`src/rtl/mul_defs.sv`:
```
// mul_defs: shared multiplier op codes, FSM state encodings and default width.
package mul_defs;
    localparam int N_DEF = 32;
    localparam logic [1:0] OP_MUL    = 2'b00;
    localparam logic [1:0] OP_MULH   = 2'b01;
    localparam logic [1:0] OP_MULHSU = 2'b10;
    localparam logic [1:0] OP_MULHU  = 2'b11;
    localparam logic [1:0] S_IDLE = 2'd0;
    localparam logic [1:0] S_CALC = 2'd1;
    localparam logic [1:0] S_NEG  = 2'd2;
    localparam logic [1:0] S_DONE = 2'd3;
endpackage

```
`src/rtl/mul32.sv`:
```
// mul32: combinational unsigned N x N array multiplier.
module mul32 #(
    parameter int N = mul_defs::N_DEF
) (
    input  logic [N-1:0] a,
    input  logic [N-1:0] b,
    output logic [N-1:0] hi,
    output logic [N-1:0] lo
);
    assign {hi, lo} = a * b;
endmodule

```
`src/rtl/mul_ctrl.sv`:
```
// mul_ctrl: sign-magnitude multicycle multiplier controller (MUL/MULH/MULHSU/MULHU).
module mul_ctrl
    import mul_defs::*;
#(
    parameter int N       = N_DEF,
    parameter int MUL_LAT = 2
) (
    input  logic         clk,
    input  logic         rst,
    input  logic         in_valid,
    output logic         in_ready,
    input  logic [1:0]   op,
    input  logic [N-1:0] rs1,
    input  logic [N-1:0] rs2,
    input  logic         flush,
    output logic         out_valid,
    input  logic         out_ready,
    output logic [N-1:0] result,
    output logic         busy
);
    logic [1:0]     state, op_q;
    logic [3:0]     cnt;
    logic [N-1:0]   mag_a, mag_b, res, hi, lo;
    logic [2*N-1:0] prod, prod_s;
    logic           neg, s1, s2;

    assign in_ready  = state == S_IDLE;
    assign out_valid = state == S_DONE;
    assign busy      = state != S_IDLE;
    assign result    = res;
    assign s1        = (op == OP_MULH || op == OP_MULHSU) && rs1[N-1];
    assign s2        = (op == OP_MULH) && rs2[N-1];
    assign prod_s    = neg ? -prod : prod;

    // Array is fed only from the magnitude registers; its output is sampled at the end of CALC.
    mul32 #(.N(N)) u_mul (.a(mag_a), .b(mag_b), .hi(hi), .lo(lo));

    always_ff @(posedge clk or posedge rst) begin
        if (rst) begin
            state <= S_IDLE;
            cnt   <= '0;
            mag_a <= '0;
            mag_b <= '0;
            neg   <= 1'b0;
            op_q  <= '0;
            prod  <= '0;
            res   <= '0;
        end else if (flush) begin
            state <= S_IDLE;
            cnt   <= '0;
            neg   <= 1'b0;
            res   <= '0;
        end else begin
            case (state)
                S_IDLE: if (in_valid) begin
                    state <= S_CALC;
                    cnt   <= 4'(MUL_LAT - 1);
                    mag_a <= s1 ? -rs1 : rs1;
                    mag_b <= s2 ? -rs2 : rs2;
                    neg   <= s1 ^ s2;
                    op_q  <= op;
                end
                S_CALC: if (cnt == '0) begin
                    prod  <= {hi, lo};
                    state <= S_NEG;
                end else begin
                    cnt <= cnt - 4'd1;
                end
                S_NEG: begin
                    res   <= op_q == OP_MUL ? prod_s[N-1:0] : prod_s[2*N-1:N];
                    state <= S_DONE;
                end
                default: if (out_ready) begin
                    state <= S_IDLE;
                    res   <= '0;
                end
            endcase
        end
    end
endmodule
```
`config.mk`:
```
export PLATFORM = sky130hd
export DESIGN_NAME = mul_ctrl
export DESIGN_NICKNAME = d
export VERILOG_FILES = /design/src/rtl/mul_defs.sv /design/src/rtl/mul32.sv /design/src/rtl/mul_ctrl.sv
export SDC_FILE = /design/constraint.sdc
export NUM_CORES = 2
export LEC_CHECK = 0
export ABC_AREA = 1
export BUFFER_PORTS_ARGS = -buffer_cell sky130_fd_sc_hd__buf_2
export CORE_UTILIZATION = 55
export CTS_BUF_LIST = sky130_fd_sc_hd__clkbuf_8
export DETAILED_ROUTE_END_ITERATION = 7
export GPL_TIMING_DRIVEN = 0
export PLACE_DENSITY = 0.68
export SYNTH_ARGS = -nofsm -noshare
export SYNTH_HDL_FRONTEND = slang
export SYNTH_HIERARCHICAL = 1
export SYNTH_SLANG_ARGS = --single-unit
```
`constraint.sdc`:
```
create_clock -name clk -period 16.3 [get_ports clk]
set_input_delay 2.445 -clock clk [delete_from_list [all_inputs] [get_ports clk]]
set_output_delay 2.445 -clock clk [all_outputs]
set_load 0.05 [all_outputs]
```
== Yosys cells after proc, flatten, opt, wreduce, memory -nomap -nowiden ==
Index checks and enable logic that the tools add are counted.

* Register bits after elaboration: 169
* Word-level logic and storage cells: 62

* Add/sub/neg operators: 4
* Bitwise logic cells: 2
* Reductions and logical operators: 19
* Multiplexer cells: 19
* Multipliers: 1
* Equal/unequal tests: 9

{| class="wikitable"
|+ Operators with widths
! kind !! number
|-
| $mux W32 || 5
|-
| $mul A32 B32 Y64 || 1
|-
| $mux W64 || 1
|-
| $neg A32 Y32 || 2
|-
| $neg A64 Y64 || 1
|-
| $pmux W32 S2 || 1
|-
| $mux W4 || 3
|-
| $reduce_and A3 Y1 || 4
|-
| $mux W2 || 4
|-
| $pmux W4 S2 || 1
|-
| $eq A2 B2 Y1 const B || 3
|-
| $ne A3 B3 Y1 const B || 2
|-
| $pmux W2 S3 || 1
|-
| $reduce_bool A2 Y1 || 3
|-
| $reduce_bool A3 Y1 || 2
|-
| $reduce_bool A5 Y1 || 1
|-
| $eq A2 B1 Y1 const B || 2
|-
| $logic_not A2 Y1 || 2
|-
| $logic_not A4 Y1 || 1
|-
| $reduce_and A2 Y1 || 2
|-
| $sub A4 B1 Y4 const B || 1
|-
| $mux W1 || 3
|-
| $ne A3 B2 Y1 const B || 1
|-
| $logic_and A1 B1 Y1 || 2
|-
| other kinds (5) || 5
|}

== Logic depth before layout (Yosys ltp) ==
* Depth after elaboration: 7
* Depth in mapped cells: 32
* Mapped depth without buffers: 31

== By module ==
The synthesis kept the hierarchy.

{| class="wikitable"
|+ By module, submodules not included
! module !! cells an instance !! instances !! seq. area each (µm²) !! area an instance (µm²)
|-
| mul32 || 4957 || 1 || 0.0 || 36103.4
|-
| mul_ctrl || 1597 || 1 || 4229.1 || 10711.5
|}

== Least setup slack after synthesis ==
No wires, ideal clock.

* Kind: register -> register
* Start point: register mag_a[25]
* End point: register prod[62]
* Stages on the path, launching flop included: 28
* Clock period less this slack: 6.339 ns
* Library setup time: 0.130 ns
* Buffers on the path: 1
* Arrival time: 6.209 ns
* Setup slack: 9.961 ns
* Cells stage by stage: dfrtp_1 > clkbuf_1 > nand2_1 > fa_1 > inv_1 > fa_1 > inv_1 > fa_1 > inv_1 > fa_1 > fa_1 > fa_1 > fa_1 > inv_1 > fa_1 > inv_1 > ha_1 > nand2_1 > nor2_2 > inv_2 > nor2_4 > nand2_1 > nor3_2 > nand2_1 > nand3_1 > nand2_1 > nand2_1 > o21ai_0

* Cells in the longest elaborated chain, start to end: 1

{| class="wikitable"
|+ Ends and longest elaborated chain
! element !! line !! source
|-
| from (decl) || mul_ctrl.sv:23 || <nowiki>logic [N-1:0] mag_a, mag_b, res, hi, lo;</nowiki>
|-
| from (signal assigned) || mul_ctrl.sv:58 || <nowiki>mag_a <= s1 ? -rs1 : rs1;</nowiki>
|-
| $mul A32 B32 Y64 || mul32.sv:10 || <nowiki>assign {hi, lo} = a * b;</nowiki>
|-
| via hi[30] || mul_ctrl.sv:23 ||
|-
| to (signal assigned) || mul_ctrl.sv:64 || <nowiki>prod <= {hi, lo};</nowiki>
|-
| to (decl) || mul_ctrl.sv:24 || <nowiki>logic [2*N-1:0] prod, prod_s;</nowiki>
|}

The timed path passes the listed nets, and every way through them passes these cells.
A chain may end at the register's enable or synchronous reset.

== Worst setup path after layout ==
* Start point: register mag_a[12]
* End point: register prod[59]

The elaborated chain is that of the path after synthesis.

==> impl_summary.md <==
Outcome
The flow ran to the end, but the final reports show violations. The checks that failed: design-rule violations, max-capacitance violations, max-slew violations.

Logic synthesis
Summing the areas of all compound-gate instances in the mapped netlist gives 3.15% of the synthesized area. The number of register bits inferred by synthesis is 169. In this run, distinct cell masters in the synthesized netlist total 46. After synthesis, the most frequently instantiated cells are sky130_fd_sc_hd__nand2_1 (2,096), sky130_fd_sc_hd__inv_1 (1,861), sky130_fd_sc_hd__fa_1 (896). The most common cell in the netlist is sky130_fd_sc_hd__nand2_1. After synthesis, flip-flops and latches occupy 9.03% of the total area. For this run, the number of Yosys warnings is 6. The synthesized netlist devotes 23.7% of its cell area to simple gates. By area, the combinational part of the netlist is dominated by adder cells.

The number of cells produced by synthesis is 6,554. The total nets after synthesis is 7,793. The largest area contributor in the netlist is sky130_fd_sc_hd__fa_1. After synthesis, the mean cell area works out to 7.14 µm². Among all flip-flop cells after synthesis, the most frequent one is sky130_fd_sc_hd__dfrtp_1.

The cell area after synthesis is 0.0468 mm². The area fraction of the dominant cell type after synthesis is 38.3%. The xor/xnor cell area share of the yosys netlist is 1.37%. Yosys mapped a number of flops with a built-in enable equal to 0. Ranked by total cell area, the synthesized netlist is headed by sky130_fd_sc_hd__fa_1 (38%), sky130_fd_sc_hd__nand2_1 (17%), sky130_fd_sc_hd__inv_1 (15%). The synthesized netlist devotes 45.6% of its cell area to adder and majority cells. The share of async-settable or async-resettable flops after synthesis is 100%. The mux cell area share after synthesis is 0%.

Critical path
STA classifies the critical path startpoint as a register. The worst setup path is of the register to register kind. The cell family contributing the most delay on the critical path is adder cells. At the worst endpoint, the arrival time is 9.46 ns.

For this run, the slowest stage of the critical path takes 1.22 ns. For this design, the slowest cell found on the critical path is sky130_fd_sc_hd__clkbuf_1. The count of buffer and inverter cells on the critical path is 5. The data required time of the worst path is 16.79 ns. The peak fanout along the critical path is 10. STA classifies the critical path endpoint as a register.

Die
The die is 294 µm wide. The die covers 0.0863 mm². The initialized floorplan defines 106 standard-cell rows.

The initial utilization of the core area, before any placement, comes to 55.8%. Measured along the y axis, the die boundary spans 294 µm. The number of placed I/O pins is 106. After floorplanning, the core was sized to cover 0.0840 mm².

Clock network
For the worst-skew pair, the clock arrives at the later sink with an insertion delay of 0.65 ns. The clock drives 169 sinks. The root buffer cell chosen for the clock tree is sky130_fd_sc_hd__clkbuf_8. After clock tree synthesis, the clock-pin slew on the worst setup and hold paths is 0.11 ns.

In this run the number of H-tree levels came out at 4. The quantity of hold-fixing buffers added after cts is 0. The setup fix buffers added after clock tree synthesis is 0. TritonCTS built the clock tree. Counting the buffers created by CTS gives 17. Gates resized during post-CTS repair numbered 0. The maximum root-to-sink buffer count is 2.

Timing
The shortest clock period the worst path allows after layout is 8.97 ns. On the final layout, the worst clock skew is 0.0619 ns. The ratio of final minimum period to clock period is 55.0%. The number of pins exceeding their max-slew limit in the final report was 80. For the pin with the worst max-slew slack, the measured transition is 1.61 ns. The hold slack is 0.483 ns.

The worst max-slew margin expressed relative to the limit is -7.39%. Timing would allow up to 0.112 GHz. Setup repair after global routing left no endpoint under its margin. The final setup TNS is 0 ns. The total count of hold-check failures in the final report was 0. Setup violations remaining at the end of the flow were counted as 0.

Setup slack on the critical path of the routed design comes to 7.33 ns.

Drt
Before antenna repair, the detailed router went through 8 iterations. The post-detailed-route wirelength per cell is 24.6 µm. Wires add up to 193,000 µm.

The violation count after the first detailed-routing iteration is 4,792. The total number of vias is 43,100. The final routed DRC violation total is 12. The per-cell via count in the routed design is 5.50. The detail route stage leaves a number of antenna-violating nets equal to 0.

Place
In this run, placement finished with an instance count of 7,795. The detailed placer's ending HPWL is 160,000 µm. Timing analysis after detailed placement gives a worst setup slack of 7.77 ns. The placer's final routability congestion estimate is 1.06.

The count of input and output buffers is 105.

GRT
The global-route usage over all layers is 45.9%. The via count of the first global-routing pass is 43,100. The first global-routing pass estimated 280,000 µm of wire. For this run the aggregate overflow at the end of global routing stands at 0. The number of antenna violations at the first check in global routing was 8. Entering global routing, the biggest net connects 104 pins.

Cells and area
The relative area change from synthesis to final layout is 5.21%. In the final layout, the share of cells above drive strength 1 is 4.18%. Leaving out filler cells and counting taps, the final layout contains 7,834. For this run, the post-layout net count is 7,919.

Run
Max-cap violations in this run came to 10.

Hold path
The worst hold path belongs to the class register to register.
## cells by family after synthesis
| family | after synthesis |
|---|---|
| DFF | 169 |
| and+or+nand+nor | 2734 |
| xor gates and xnor gates | 73 |
| buffers and inverters | 2135 |
| adders and majority gates | 1168 |
| AOI/OAI and AO/OA | 275 |
## path summary, 6_finish.rpt
check	cells after the start	start	slack, ns	endpoint
worst min register to register	2	result[5]	0.48	result[5]
worst max register to register	26	mag_a[12]	7.33	prod[59]
min in group asynchronous	2	rst	1.87	mag_a[27]
worst min-delay path	2	result[5]	0.48	result[5]
max in group asynchronous	3	rst	13.54	result[25]
worst max-delay path	26	mag_a[12]	7.33	prod[59]
## worst reg2reg max path: cells and delay by family (launching register included)
family	cells	cell delay [ns]
and+or+nand+nor	10	1.70
adders and majority gates	9	4.41
DFF	1	0.72
buffers and inverters	5	1.45
AOI/OAI and AO/OA	2	0.56
## through the flow
step	utilization, %	cell area [µm²]
2_1_floorplan	-	46800
3_3_place_gp	58.1	48800
3_5_place_dp	58.1	48800
4_1_cts	58.6	49200
5_1_grt	58.7	49200
6_report	58.7	49300
## state kept, by name, summed over array words and instances (netlist names)
name and count:
mag_b 32, mag_a 32, result 32, state 2, cnt 4, prod 64, neg 1, op_q 2
## placed cells by master (no fill, tap or decap), types with 8 or more instances in the layout
cell and instances:
sky130_fd_sc_hd__nand2_1 2096, sky130_fd_sc_hd__inv_1 1860, sky130_fd_sc_hd__fa_1 896, sky130_fd_sc_hd__ha_1 272
sky130_fd_sc_hd__nor2_1 257, sky130_fd_sc_hd__nand3_1 225, sky130_fd_sc_hd__clkbuf_1 218, sky130_fd_sc_hd__dfrtp_1 169
sky130_fd_sc_hd__o21ai_0 150, sky130_fd_sc_hd__buf_2 130, sky130_fd_sc_hd__a21oi_1 70, sky130_fd_sc_hd__xor2_1 66
sky130_fd_sc_hd__nand4_1 31, sky130_fd_sc_hd__nor2_2 27, sky130_fd_sc_hd__nor3_1 27, sky130_fd_sc_hd__inv_2 24
sky130_fd_sc_hd__nand2_2 19, sky130_fd_sc_hd__clkbuf_8 17, sky130_fd_sc_hd__o21ai_1 16, sky130_fd_sc_hd__nand3_2 13
sky130_fd_sc_hd__nor2_4 12, sky130_fd_sc_hd__o21bai_1 12, sky130_fd_sc_hd__a31oi_1 9, sky130_fd_sc_hd__nor3_2 8
## cell type report
class | instances | area [µm²]
Tap cell | 1134 | 1420
Multi-Input combinational cell | 4250 | 34500
Timing Repair Buffer | 107 | 561
Clock buffer | 17 | 234
Clock inverter | 15 | 193
Buffer | 245 | 951
Sequential cell | 169 | 4230
Fill cell | 8386 | 34700
Inverter | 1890 | 7100
Antenna cell | 7 | 17.5
## per-layer routing
| metal | up-vias | track usage [%] | part of all wire [%] |
|---|---|---|---|
| li1 | 18800 | - | - |
| met1 | 20900 | 57.9 | 38 |
| met2 | 2728 | 68.3 | 42 |
| met3 | 655 | 17.4 | 14 |
| met4 | 8 | 24.5 | 6.4 |
| met5 | - | 0.737 | 0.054 |
Power is left out: the tool's default activity adds up to more than one toggle a clock period on the data nets, which glitch-free logic cannot reach.
